--- src/rtl/tiny_nn_pkg.sv ---
// tiny_nn_pkg: shared types and constants for the tiny NN block.
//  fp_t        16-bit floating-point word carried on the command/data bus
//  CmdOp*      opcodes decoded from cmd[15:12]
//  FPStdNaN    standard quiet NaN, used by the host as an end-of-stream marker
//  res_kind_e  origin of a captured result (convolve / accumulate)
//  res_word_t  captured result as stored in the result FIFO
package tiny_nn_pkg;

  typedef logic [15:0] fp_t;

  localparam logic [3:0] CmdOpNop        = 4'h0;
  localparam logic [3:0] CmdOpConvolve   = 4'h2;
  localparam logic [3:0] CmdOpAccumulate = 4'h3;
  localparam logic [3:0] CmdOpTest       = 4'hF;

  localparam fp_t FPStdNaN = 16'h7E00;

  typedef enum logic {
    ResConv = 1'b0,
    ResAcc  = 1'b1
  } res_kind_e;

  typedef struct packed {
    res_kind_e kind;
    fp_t       data;
  } res_word_t;

  function automatic logic [3:0] cmd_opcode(input fp_t cmd);
    return cmd[15:12];
  endfunction

endpackage

--- src/rtl/tiny_nn_res_fifo.sv ---
// tiny_nn_res_fifo: first-word-fall-through FIFO of res_word_t.
//  clk_i/rst_ni  clock, asynchronous active-low reset (clears storage too)
//  push_i/data_i write request and word; accepted when not full, or when
//                full and a pop happens in the same cycle
//  full_o        FIFO holds Depth words
//  pop_i         remove head; ignored when empty
//  empty_o       no words held
//  data_o        current head word (all-zero after reset)
// Depth must be a power of two, >= 2.
module tiny_nn_res_fifo
  import tiny_nn_pkg::*;
#(
  parameter int unsigned Depth = 4
) (
  input  logic      clk_i,
  input  logic      rst_ni,
  input  logic      push_i,
  input  res_word_t data_i,
  output logic      full_o,
  input  logic      pop_i,
  output logic      empty_o,
  output res_word_t data_o
);

  localparam int unsigned AW = $clog2(Depth);

  res_word_t        r_mem [Depth];
  logic [AW-1:0]    r_wr_ptr;
  logic [AW-1:0]    r_rd_ptr;
  logic [AW:0]      r_count;
  logic             w_do_pop;
  logic             w_do_push;

  assign full_o    = (r_count == (AW+1)'(Depth));
  assign empty_o   = (r_count == '0);
  assign w_do_pop  = pop_i & ~empty_o;
  assign w_do_push = push_i & (~full_o | w_do_pop);
  assign data_o    = r_mem[r_rd_ptr];

  always_ff @(posedge clk_i or negedge rst_ni) begin
    if (!rst_ni) begin
      for (int unsigned i = 0; i < Depth; i++) r_mem[i] <= '0;
      r_wr_ptr <= '0;
      r_rd_ptr <= '0;
      r_count  <= '0;
    end else begin
      if (w_do_push) begin
        r_mem[r_wr_ptr] <= data_i;
        r_wr_ptr        <= r_wr_ptr + 1'b1;
      end
      if (w_do_pop) r_rd_ptr <= r_rd_ptr + 1'b1;
      case ({w_do_push, w_do_pop})
        2'b10:   r_count <= r_count + 1'b1;
        2'b01:   r_count <= r_count - 1'b1;
        default: ;
      endcase
    end
  end

endmodule

--- src/rtl/tiny_nn_result_capture.sv ---
// tiny_nn_result_capture: snoops the NN top command word and output byte,
// reassembles convolve / accumulate results into 16-bit words and buffers
// them in a FWFT FIFO drained over a valid/ready port.
//  clk_i        clock
//  rst_ni       asynchronous active-low reset
//  cmd_i        word presented to the NN top this cycle
//  byte_i       NN top data output this cycle
//  res_valid_o  FIFO head valid
//  res_ready_i  consumer accepts head
//  res_data_o   result word {hi,lo}
//  res_kind_o   0 = convolve result, 1 = accumulate result
//  overflow_o   sticky: a result was dropped on a full FIFO
//  drop_cnt_o   saturating dropped-result count
// Build option: define TINY_NN_CAPTURE_STATS_EN to implement drop_cnt_o;
// otherwise it is tied to zero.
module tiny_nn_result_capture
  import tiny_nn_pkg::*;
#(
  parameter int unsigned FifoDepth     = 4,
  parameter int unsigned ConvSkipPairs = 2
) (
  input  logic        clk_i,
  input  logic        rst_ni,
  input  logic [15:0] cmd_i,
  input  logic [7:0]  byte_i,
  output logic        res_valid_o,
  input  logic        res_ready_i,
  output logic [15:0] res_data_o,
  output logic        res_kind_o,
  output logic        overflow_o,
  output logic [7:0]  drop_cnt_o
);

  typedef enum logic [3:0] {
    CapIdle, CapConvParam, CapConvExec, CapConvEnd,
    CapAccBias, CapAccExec, CapAccEnd1, CapAccEnd2, CapTest
  } cap_state_e;

  cap_state_e r_state;
  logic [7:0] r_cnt;
  logic [7:0] r_acc_cnt;
  logic [7:0] r_n;
  logic [7:0] r_lo;
  logic [7:0] r_pair;
  logic       r_phase;
  logic       r_hi_pend;
  logic       r_overflow;

  logic       w_push;
  res_word_t  w_push_word;
  res_word_t  w_head;
  logic       w_full;
  logic       w_empty;
  logic       w_pop;
  logic       w_drop;

  always_ff @(posedge clk_i or negedge rst_ni) begin
    if (!rst_ni) begin
      r_state   <= CapIdle;
      r_cnt     <= '0;
      r_acc_cnt <= '0;
      r_n       <= '0;
      r_lo      <= '0;
      r_pair    <= '0;
      r_phase   <= 1'b0;
      r_hi_pend <= 1'b0;
    end else begin
      unique case (r_state)
        CapIdle: begin
          r_hi_pend <= 1'b0;
          case (cmd_opcode(cmd_i))
            CmdOpConvolve: begin
              r_state <= CapConvParam;
              r_cnt   <= 8'd7;
            end
            CmdOpAccumulate: begin
              r_state   <= CapAccBias;
              r_n       <= cmd_i[7:0];
              r_acc_cnt <= 8'd1;
            end
            CmdOpTest: r_state <= CapTest;
            default: ;
          endcase
        end
        CapConvParam: begin
          r_cnt <= r_cnt - 8'd1;
          if (r_cnt == '0) begin
            r_state <= CapConvExec;
            r_phase <= 1'b0;
            r_pair  <= '0;
          end
        end
        // Byte capture runs identically in Exec and End; only the exit differs.
        CapConvExec, CapConvEnd: begin
          r_phase <= ~r_phase;
          if (!r_phase) r_lo <= byte_i;
          else if (r_pair < 8'(ConvSkipPairs)) r_pair <= r_pair + 8'd1;
          if (r_state == CapConvExec) begin
            if (cmd_i == FPStdNaN) begin
              r_state <= CapConvEnd;
              r_cnt   <= 8'd4;
            end
          end else begin
            r_cnt <= r_cnt - 8'd1;
            if (r_cnt == '0) r_state <= CapIdle;
          end
        end
        CapAccBias: r_state <= CapAccExec;
        CapAccExec: begin
          if (r_acc_cnt == '0) begin
            r_lo      <= byte_i;
            r_acc_cnt <= r_n;
            r_hi_pend <= 1'b1;
          end else begin
            r_hi_pend <= 1'b0;
            r_acc_cnt <= r_acc_cnt - 8'd1;
            if (cmd_i == FPStdNaN) r_state <= CapAccEnd1;
          end
        end
        CapAccEnd1: begin
          r_lo    <= byte_i;
          r_state <= CapAccEnd2;
        end
        CapAccEnd2: r_state <= CapIdle;
        CapTest: if (cmd_i == 16'h0000) r_state <= CapIdle;
        default: r_state <= CapIdle;
      endcase
    end
  end

  // High byte arrives on byte_i in the push cycle, so the word is formed
  // combinationally and written at the same edge.
  always_comb begin
    w_push           = 1'b0;
    w_push_word.kind = ResConv;
    w_push_word.data = {byte_i, r_lo};
    unique case (r_state)
      CapConvExec, CapConvEnd: w_push = r_phase && (r_pair >= 8'(ConvSkipPairs));
      CapAccExec: begin
        w_push           = (r_acc_cnt != '0) && r_hi_pend;
        w_push_word.kind = ResAcc;
      end
      CapAccEnd2: begin
        w_push           = 1'b1;
        w_push_word.kind = ResAcc;
      end
      default: ;
    endcase
  end

  assign w_pop  = res_ready_i & ~w_empty;
  assign w_drop = w_push & w_full & ~w_pop;

  tiny_nn_res_fifo #(
    .Depth(FifoDepth)
  ) u_fifo (
    .clk_i   (clk_i),
    .rst_ni  (rst_ni),
    .push_i  (w_push),
    .data_i  (w_push_word),
    .full_o  (w_full),
    .pop_i   (w_pop),
    .empty_o (w_empty),
    .data_o  (w_head)
  );

  always_ff @(posedge clk_i or negedge rst_ni) begin
    if (!rst_ni)     r_overflow <= 1'b0;
    else if (w_drop) r_overflow <= 1'b1;
  end

`ifdef TINY_NN_CAPTURE_STATS_EN
  logic [7:0] r_drop_cnt;
  always_ff @(posedge clk_i or negedge rst_ni) begin
    if (!rst_ni) r_drop_cnt <= '0;
    else if (w_drop && (r_drop_cnt != 8'hff)) r_drop_cnt <= r_drop_cnt + 8'd1;
  end
  assign drop_cnt_o = r_drop_cnt;
`else
  assign drop_cnt_o = '0;
`endif

  assign res_valid_o = ~w_empty;
  assign res_data_o  = w_head.data;
  assign res_kind_o  = w_head.kind;
  assign overflow_o  = r_overflow;

endmodule
--- config.mk ---
export PLATFORM = sky130hd
export DESIGN_NAME = tiny_nn_result_capture
export DESIGN_NICKNAME = d
export VERILOG_FILES = /design/src/rtl/tiny_nn_pkg.sv /design/src/rtl/tiny_nn_res_fifo.sv /design/src/rtl/tiny_nn_result_capture.sv
export SDC_FILE = /design/constraint.sdc
export NUM_CORES = 1
export LEC_CHECK = 0
export CORE_MARGIN = 10
export CORE_UTILIZATION = 52
export CTS_CLUSTER_DIAMETER = 60
export CTS_CLUSTER_SIZE = 28
export DETAILED_ROUTE_END_ITERATION = 7
export PLACE_DENSITY_LB_ADDON = 0.3
export SYNTH_ARGS = -nofsm -noshare
export SYNTH_HDL_FRONTEND = slang
export SYNTH_SLANG_ARGS = --single-unit
--- constraint.sdc ---
create_clock -name clk_i -period 2.7 [get_ports clk_i]
set_input_delay 0.54 -clock clk_i [delete_from_list [all_inputs] [get_ports clk_i]]
set_output_delay 0.54 -clock clk_i [all_outputs]
set_load 0.05 [all_outputs]
==> results by stage <==
Run status:
- The flow ran to the end, and the final reports show no timing, DRC or antenna violations.

Timing:
- For the pin with the worst max-slew slack, the measured transition is 0.665 ns.
- The number of hold violations in the final report came to 0.
- Setup violations remaining at the end of the flow were counted as 0.
- The total negative slack for setup checks is 0 ns.
- Setup repair after global routing left no endpoint under its margin.
- Between clock sinks in the finished design, the worst skew comes to 0.00796 ns.
- Measured against its own limit, the worst slew margin works out to 55.7%.
- Dividing the final minimum period by the clock period gives 95.0%.
- Timing would allow up to 0.390 GHz.
- Subtracting the final worst setup slack from the clock period gives 2.57 ns.
- The number of max-slew violations in the final report is 0.

Layout:
- The number of antenna diodes in the final layout is 0.
- The library cells used most frequently in the layout, excluding fill and tap cells, are dfrtp_1 (121), mux2_2 (45), buf_4 (43), mux2_4 (40), clkdlybuf4s50_1 (27).
- The number of nets at the end of the flow is 582.
- The combined area of the multi-input logic cells is 0.00291 mm2.
- The final design instance area without fill is 0.00743 mm2.
- From synthesis to final layout, the design area changed by 19.7%.
- The count of filler cells inserted in the layout is 863.
- In the final layout, flip-flops and latches occupy 0.00305 mm2.
- Cells with a size suffix above 1 make up 35.0% of the layout.
- Leaving out fill and tap cells, the most frequent cell in the layout is dfrtp_1.

Yosys:
- In the post-synthesis netlist, the biggest area contributors are dfrtp_1 (49%), mux2_4 (9.7%), mux2_2 (8.2%).
- The share of the Yosys chip area taken by registers is 49.2%.
- Of the total synthesized cell area, the portion taken by full adders, half adders and majority gates is 2.34%.
- In this run, synthesis inferred 0 flip-flops with an integrated enable.
- The mux share of post-synthesis cell area is 24.6%.
- After technology mapping, the gate count stands at 477.
- Of all flip-flops after synthesis, the portion carrying an async set or reset was 100%.
- Summing the areas of all and, or, nand and nor instances in the mapped netlist gives 10.9% of the synthesized area.
- The share of the synthesized area in compound gates (AO/OA/AOI/OAI) is 7.09%.
- After synthesis, the largest family of logic cells by area is multiplexers.
- The xor/xnor cell area share of the yosys netlist is 1.13%.
- The count of unique library cells instantiated by Yosys is 62.
- The area of the mapped netlist is 0.00621 mm2.
- In this run the biggest area consumer among cell types represents 49.2% of the synthesized area.
- The number of warnings issued by yosys is 0.
- The largest total area in the synthesized netlist belongs to dfrtp_1.
- The most used flip-flop cell after synthesis is dfrtp_1.
- Synthesis inferred 122 register bits.
- The synthesized area per cell is 13.0 um2.

Critical path:
- The critical path goes through inv_2 > ha_1 > or4_1 > o211ai_1 > a31oi_4 > buf_4 > buf_4 > and2_1 > buf_4 > mux2_4.
- The worst setup path is launched from a flip-flop.
- The slowest stage of the critical path belongs to the cell dfrtp_1.
- Data on the critical path is required at its endpoint by 3.00 ns.
- On the worst path, the slowest cell contributes a delay of 0.39 ns.
- In this run the worst path has a maximum fanout of 7.
- The critical path endpoint category is a flip-flop.
- The path type of the worst setup path is reg -> reg.
- At the worst endpoint, the arrival time is 2.87 ns.
- For the worst flop-to-flop path, the logic depth is 10.
- The most numerous cell type found on the critical path is buf_4.

Routing:
- For this block, the via count after detailed routing is 4002.
- The routed design has 12600 um of wire.
- Dividing the detail-routed wire length by the instance count gives 18.0 um.
- The number of remaining DRC errors is 0.
- After the first detailed-routing iteration, the DRC count stood at 259.
- The detail route stage leaves a number of antenna-violating nets equal to 0.
- The first detailed-routing pass ran for 4 iterations.
- After detailed routing, the number of vias per cell comes to 5.72.

Power and ir drop:
- Net switching is 37.4% of the power.
- The sequential share of power is 33.0%.
- Power spread over the standard cell area amounts to 1330 mW/mm2.
- The switching power of the nets is 3.71 mW.
- Per report_power, the combinational group accounts for 43.8% of the total.
- Summed over all cells, the static leakage comes to 3.40 nW.
- The cell internal power dissipation is 6.21 mW.
- The clock network power share is 23.2%.
- The maximum VDD drop is 704 uV.

Clock tree:
- The cell at the root of the clock tree is clkbuf_16.
- In this run the number of H-tree levels came out at 4.
- For the worst-skew pair, the clock arrives at the later sink with an insertion delay of 0.42 ns.
- Clock-pin slew was measured on the worst setup and hold paths at 0.06 ns.
- The maximum count of clock buffers along a single path is 2.
- The CTS tree is yes.
- TritonCTS created 17 clock buffers.
- For this design, the sink count on the clock tree is 122.

Floorplanning:
- The die covers 0.0167 mm2.
- The starting utilization of the core area is 53.7%.
- The die is 129 um tall.
- In this run the standard cell core region covers 0.0116 mm2.
- During I/O placement, the number of pins put on the boundary was 54.
- The die span in x is 129 um.
- After floorplanning, the core was divided into 39 placement rows.

GRT:
- Entering global routing, the biggest net connects 123 pins.
- For this run the aggregate overflow at the end of global routing stands at 0.
- The initial antenna violation count came to 0.
- The total track usage is 16.0%.
- The via count of the first global-routing pass is 4255.
- The global-route wire length before repair is 21100 um.

Placement:
- The global placer's final weighted congestion is 0.884.
- After legalization and detailed placement, the total HPWL measured 8530 um.
- The cell area after placement is 0.00679 mm2.
- The number of buffers inserted by port buffering is 45.

Job:
- The number of maximum-capacitance constraint violations is 0.

Hold path:
- In this run the worst hold path is classified as in -> async.
[worst max-delay path, delay by kind of cell (launching register included)]
family | cells | cell delay (ns)
AO/OA/AOI/OAI | 2 | 0.45
adder cells (fa/ha/maj) | 1 | 0.18
buffers and inverters | 4 | 0.55
flip-flops | 1 | 0.39
multiplexers | 1 | 0.31
AND/OR/NAND/NOR | 2 | 0.58
[through the flow]
step                utilization (%)  hold slack (ns)  instances  total power, mW  worst slack (ns)
floorplan                         -            0.244        484             6.44            0.0851
global placement               58.7            0.467        665             7.44            0.0399
detailed placement             58.7            0.474        665             7.62           -0.0309
CTS                            63.9            0.243        697             9.96           0.00581
global route                   64.3            0.223        700             10.5           0.00632
finish                         64.3            0.192        700             9.92             0.134
[path summary, 6_finish.rpt]
kind / start / to / slack (ns)
max in group asynchronous: rst_ni / r_pair[1] / 1.94
hold reg to reg: u_fifo.r_count[2] / u_fifo.r_count[2] / 0.48
hold / removal: rst_ni / u_fifo.r_mem[44] / 0.19
min in group clk_i: u_fifo.r_count[2] / u_fifo.r_count[2] / 0.48
setup / recovery: r_pair[0] / u_fifo.r_mem[12] / 0.13
setup reg to reg: r_pair[0] / u_fifo.r_mem[12] / 0.13
[power groups by stage]
stage | sequential, mW | combinational (mW) | clock (mW)
6_report | 3.27 | 4.34 | 2.30
5_1_grt | 3.40 | 4.69 | 2.43
3_5_place_dp | 3.29 | 4.33 | 0
3_3_place_gp | 3.24 | 4.20 | 0
4_1_cts | 3.28 | 4.34 | 2.34
2_1_floorplan | 3.08 | 3.36 | 0
[flip-flops by register name (all words and copies together) (netlist names)]
| signal | count |
|---|---|
| r_phase | 1 |
| r_state | 4 |
| r_pair | 8 |
| u_fifo.r_count | 3 |
| overflow_o | 1 |
| r_cnt | 8 |
| u_fifo.r_rd_ptr | 2 |
| r_n | 8 |
| r_lo | 8 |
| u_fifo.r_wr_ptr | 2 |
| r_acc_cnt | 8 |
| u_fifo.r_mem | 68 |
| r_hi_pend | 1 |
[layer usage]
metal | GRT usage, % | up-vias | part of all wire (%)
met1 | 18.5 | 2031 | 42
li1 | - | 1868 | -
met4 | 6.42 | 0 | 1.3
met2 | 27.1 | 87 | 51
met3 | 4.93 | 16 | 5.3
met5 | 0 | - | 0
[logic make-up after synthesis]
| logic type | after synthesis |
|---|---|
| fa+ha+maj | 11 |
| flops | 122 |
| simple gates | 117 |
| compound gates | 67 |
| mux | 106 |
| buf+inv | 45 |
| other cells | 1 |
| xor+xnor | 8 |
[what timing repair did]
action,in CTS,in global routing
endpoints found under the setup margin,0,1
hold buffers,0,0
gates resized for setup,0,6
buffers inserted,0,3
[area by class of cell]
| type | count | area share (%) |
|---|---|---|
| multi-input combinational | 317 | 39.1 |
| clock buffer | 21 | 6.19 |
| clock inverter | 11 | 1.95 |
| sequential | 122 | 41.1 |
| inverter | 14 | 0.707 |
| tap | 143 | 2.41 |
| timing repair buffer | 72 | 8.52 |
[Yosys cell counts, drive strengths merged, types with 3 or more instances]
library cell  instances
o21ai                27
nand4b                3
ha                   10
o22ai                 3
dfrtp               122
buf                  22
nand2b                4
or4                   6
a21o                  4
nor3                  7
mux4                 17
or3                   5
mux2i                 4
nor2                 26
a41oi                 5
a21oi                12
clkbuf                9
nand2                24
o211ai                3
and3                  5
nor3b                 3
nor4b                 3
mux2                 85
nor4                  6
nand3                 6
inv                  14
and2                  8
xor2                  4
a31oi                 3
xnor2                 4
Note: power is estimated with default switching activity, not from simulation.
